### src/rtl/motoro3_mos_deadtime.sv
// rtl/motoro3_mos_deadtime.sv - 3-phase MOS gate driver with dead-time insertion and illegal-pattern fault latch.
// Optional MOTORO3_DT_PWM_EN adds pwmDuty high-side chopping.
module motoro3_mos_deadtime #(
  parameter int DEAD_CYC = 20,
  parameter int CW       = 8
) (
  input  logic       clk,
  input  logic       rst,
  input  logic       aE,
  input  logic       aH1_L0,
  input  logic       bE,
  input  logic       bH1_L0,
  input  logic       cE,
  input  logic       cH1_L0,
  input  logic       faultClr,
`ifdef MOTORO3_DT_PWM_EN
  input  logic [7:0] pwmDuty,
`endif
  output logic       aHg,
  output logic       aLg,
  output logic       bHg,
  output logic       bLg,
  output logic       cHg,
  output logic       cLg,
  output logic       dtBusy,
  output logic       fault
);

  typedef enum logic [1:0] {S_OFF, S_HI, S_LO, S_DEAD} state_t;

  localparam logic [CW-1:0] DEAD_LOAD = CW'(DEAD_CYC - 1);

  logic [2:0] en_q;
  logic [2:0] pol_q;
  logic [2:0] want_hi;
  logic [2:0] want_lo;
  logic [2:0] hg_q;
  logic [2:0] lg_q;
  logic [2:0] dead;
  logic       illegal;
  logic       hi_ok;

  function automatic logic multi(input logic [2:0] v);
    return (v & (v - 3'd1)) != 3'd0;
  endfunction

  always_ff @(posedge clk) begin
    if (rst) begin
      en_q  <= '0;
      pol_q <= '0;
    end else begin
      en_q  <= {cE, bE, aE};
      pol_q <= {cH1_L0, bH1_L0, aH1_L0};
    end
  end

  assign want_hi = en_q & pol_q;
  assign want_lo = en_q & ~pol_q;
  assign illegal = multi(want_hi) | multi(want_lo);

  // Set has priority over clear so an illegal pattern can never be cleared away.
  always_ff @(posedge clk) begin
    if (rst)           fault <= 1'b0;
    else if (illegal)  fault <= 1'b1;
    else if (faultClr) fault <= 1'b0;
  end

`ifdef MOTORO3_DT_PWM_EN
  logic [7:0] pwm_cnt;
  always_ff @(posedge clk) begin
    if (rst) pwm_cnt <= '0;
    else     pwm_cnt <= pwm_cnt + 8'd1;
  end
  assign hi_ok = pwm_cnt < pwmDuty;
`else
  assign hi_ok = 1'b1;
`endif

  for (genvar i = 0; i < 3; i++) begin : g_phase
    state_t        st;
    state_t        st_n;
    logic [CW-1:0] cnt;
    logic [CW-1:0] cnt_n;

    always_comb begin
      st_n  = st;
      cnt_n = cnt;
      case (st)
        S_OFF: begin
          if (!fault) begin
            if (want_hi[i])      st_n = S_HI;
            else if (want_lo[i]) st_n = S_LO;
          end
        end
        S_HI: begin
          if (fault || !want_hi[i]) begin
            st_n  = S_DEAD;
            cnt_n = DEAD_LOAD;
          end
        end
        S_LO: begin
          if (fault || !want_lo[i]) begin
            st_n  = S_DEAD;
            cnt_n = DEAD_LOAD;
          end
        end
        S_DEAD: begin
          // Only the request present at expiry decides the exit; changes mid-dead are ignored.
          if (cnt == '0) begin
            if (fault)           st_n = S_OFF;
            else if (want_hi[i]) st_n = S_HI;
            else if (want_lo[i]) st_n = S_LO;
            else                 st_n = S_OFF;
          end else begin
            cnt_n = cnt - CW'(1);
          end
        end
        default: st_n = S_OFF;
      endcase
    end

    // Gates are registered from the next state so they land on the same edge as the state.
    always_ff @(posedge clk) begin
      if (rst) begin
        st      <= S_OFF;
        cnt     <= '0;
        hg_q[i] <= 1'b0;
        lg_q[i] <= 1'b0;
      end else begin
        st      <= st_n;
        cnt     <= cnt_n;
        hg_q[i] <= (st_n == S_HI) && hi_ok;
        lg_q[i] <= (st_n == S_LO);
      end
    end

    assign dead[i] = (st == S_DEAD);
  end

  assign {cHg, bHg, aHg} = hg_q;
  assign {cLg, bLg, aLg} = lg_q;
  assign dtBusy = |dead;

endmodule
### config.mk
export PLATFORM = sky130hd
export DESIGN_NAME = motoro3_mos_deadtime
export DESIGN_NICKNAME = d
export VERILOG_FILES = /design/src/rtl/motoro3_mos_deadtime.sv
export SDC_FILE = /design/constraint.sdc
export NUM_CORES = 1
export LEC_CHECK = 0
export CAP_MARGIN = 20
export CORE_ASPECT_RATIO = 0.75
export CORE_MARGIN = 4
export CORE_UTILIZATION = 40
export CTS_CLUSTER_DIAMETER = 120
export DETAILED_ROUTE_END_ITERATION = 8
export PLACE_DENSITY = 0.56
export SETUP_SLACK_MARGIN = 0.02
export SLEW_MARGIN = 5
export SYNTH_ARGS = -nofsm -noshare
export SYNTH_HDL_FRONTEND = slang
export SYNTH_SLANG_ARGS = --single-unit
### constraint.sdc
create_clock -name clk -period 2.95 [get_ports clk]
set_clock_uncertainty 0.1 [all_clocks]
set_input_delay 0.295 -clock clk [delete_from_list [all_inputs] [get_ports clk]]
set_output_delay 0.295 -clock clk [all_outputs]
set_load 0.01 [all_outputs]
==> metrics <==
status finished clean; Routability Congestion 0.764; Cell Chain, Critical Path inv_1, ha_1, nor3b_1, nor3b_1, buf_4, o31ai_1, a21boi_0; Final setup viols 0; Worst-path clk slew 0.09 ns; Vias 1,855; DIE AREA 6730 um^2; WP data required 3.07 ns; layout cells sized above 1 10.9%; Max Slew Vio Count 0; worst path arrival time 2.37 ns; share of flip-flops with an asynchronous set or reset 0%; Tmin final 2.25 ns; Max-cap violations 0; worst reg2reg endpoint g_phase[1].cnt[6]; Max-slew headroom 47.6%; gr usage total 14.8%; maximum VDD drop 0.278 mV; Post-Route Setup TNS 0 ns; R2R setup slack 0.70 ns; CP Max Fanout 7; top cell type's share of synthesized area 39.3%; Setup crit end g_phase[1].cnt[6]; CP Capture Type flop; Synthesis Warnings 0; top_reg_cell synth dfxtp_1; most frequent CP cell nor3b_1; pwr dens 601 nW/um^2; Initial Util 41.1%; FILL cells 541; post-synthesis sequential area ratio 39.3%; cts-stage hold buffer count 0; Num CTS Buffers 5; Row Count 23; Final period util 76.3%; final setup margin 0.699 ns; drt pass-1 iters 4; cell taking the most area after synthesis dfxtp_1; number of synthesized flops with an enable pin 0; # port buffers 16; Area Overhead vs Synth 14.8%; RSZ-0062 raised after global routing false; CTS tree built; Worst-Margin Slew 0.785 ns; Overflow after GRT 0; CTS root buffer clkbuf_8; clk buf depth 2; Final nets 277; dpl ws 0.720 ns; CTS resizes 0; Mapped Area 2190 um^2; largest net degree at the start of global routing 14; r2r startpoint g_phase[1].cnt[0]; synth unique cells 55; first-pass GRT wire length 8.03 mm; Via density 5.46; Critical Path Source g_phase[1].cnt[0]; post-synthesis sequential element count 43; worst hold path class flop to flop; die width 93.4 um; Top delay family on crit path simple AND/OR/NAND/NOR gates; antenna violations before repair 0; antenna-violating nets left 0; Mapped Cells 249; Skew-Pair Late Insertion Delay 0.30 ns; class of the most critical setup path flop to flop; Die H 72.1 um; worst path buffer plus inverter count 2; # DRC 0; htree depth 2; CP max-delay cell nor3b_1; DP HPWL 3.32 mm; Leakage Power 0.919 nW; Fin. Hold Viols 0; FMAX 0.444 GHz; CP Depth 7; Synthesized Nets 262; TritonCTS Sinks 43; core area 5320 um^2; Syn Area/Cell 8.79 um^2; crit path launch type flop; final wirelength 4.61 mm; Setup Fix Bufs, Post-CTS 0; number of global-route vias before repair 1,687; Routed wire per std cell 13.5 um; placed cells 332; First DRT Iteration DRCs 58; I/O pin cnt 17; fin cells 340; worst reg-to-reg path cell count 7; top cells by area, synth dfxtp_1, a21oi_1, nor2b_1; diode count 0; slowest stage delay, CP 0.69 ns
## cell usage after synthesis (5+ instances only)
library cell / instances
a211oi_1: 5
a21oi_1: 20
clkbuf_1: 12
dfxtp_1: 43
inv_1: 15
nand2_1: 11
nand2b_1: 8
nand3_1: 6
nor2_1: 12
nor2b_1: 12
o21ai_0: 7
o31ai_1: 7
or3_1: 5
or4_1: 10
## registers in the layout, summed over array words and instances, names as in the netlist
signal and count:
aHg 1, aLg 1, bHg 1, bLg 1, cHg 1, cLg 1, en_q 3, fault 1
g_phase.cnt 24, g_phase.st 6, pol_q 3
## worst min-delay path by stage
stage | start | endpoint | slack (ns) | cells past startpoint
floorplan | aE | en_q[0] | 0.32 | 1
global placement | g_phase[2].cnt[5] | g_phase[2].cnt[5] | 0.38 | 2
detailed placement | g_phase[2].cnt[6] | g_phase[2].cnt[6] | 0.37 | 2
CTS | g_phase[2].cnt[6] | g_phase[2].cnt[6] | 0.38 | 2
global route | g_phase[2].cnt[5] | g_phase[2].cnt[5] | 0.43 | 2
finish | g_phase[2].cnt[6] | g_phase[2].cnt[6] | 0.38 | 2
## layout by cell type (no fill, tap or decap), drive strengths merged, types with 6 or more instances in the layout
cell type / synthesis / routed
clkdlybuf4s50: 0 / 16
nand2b: 8 / 8
dfxtp: 43 / 43
inv: 15 / 15
nor2b: 12 / 12
nor2: 12 / 12
nand3: 6 / 6
a21oi: 20 / 20
or3: 6 / 6
o21ai: 7 / 7
buf: 3 / 7
nand2: 11 / 11
o31ai: 7 / 7
or4: 12 / 12
## worst reg2reg max path, stage by stage, from the launching register on
cell and delay, ns:
dfxtp_1 0.35, inv_1 0.11, ha_1 0.15, nor3b_1 0.28
nor3b_1 0.69, buf_4 0.25, o31ai_1 0.07, a21boi_0 0.17
## metal layers
metal | track usage [%] | up-vias | share of wire [%]
met5 | 0 | - | 0
met4 | 3.90 | 0 | 0.87
met3 | 3.73 | 4 | 4.2
met2 | 20.6 | 28 | 41
met1 | 22.4 | 871 | 54
li1 | - | 952 | -
## report_power, final
part,internal (mW),switching (mW)
registers,0.649,0.0850
logic,0.206,0.203
clock network,0.162,0.203
## logic make-up (layout without fill, tap and decap cells)
logic type / Yosys count / after routing / share of synthesized area, %
XOR/XNOR: 1 / 1 / 0.400
flip-flops: 43 / 43 / 39.3
buffers and inverters: 30 / 46 / 5.60
adder cells (fa/ha/maj): 4 / 4 / 2.29
AND/OR/NAND/NOR: 96 / 96 / 27.2
multiplexers: 7 / 7 / 3.37
AO/OA/AOI/OAI: 68 / 68 / 21.8
## per-stage QoR
stage / utilization (%) / instance area (um^2) / power (mW) / hold slack, ns
final: 47.2 / 2510 / 1.51 / 0.382
after global routing: 47.2 / 2510 / 1.63 / 0.432
after CTS: 47.2 / 2510 / 1.53 / 0.383
after detailed placement: 45.6 / 2430 / 1.15 / 0.372
after global placement: 45.6 / 2430 / 1.15 / 0.375
after floorplan: - / 2190 / 1.05 / 0.323
## cell type report
class | instances | area, um^2 | area share (%)
clock buffers | 5 | 68.8 | 2.74
multi-input cells | 176 | 1200 | 48.0
repair buffers | 23 | 213 | 8.47
flip-flops and latches | 43 | 861 | 34.3
clock inverters | 3 | 15.0 | 0.598
inverters | 15 | 56.3 | 2.24
well taps | 75 | 93.8 | 3.74
(Power assumes the default switching activity.)
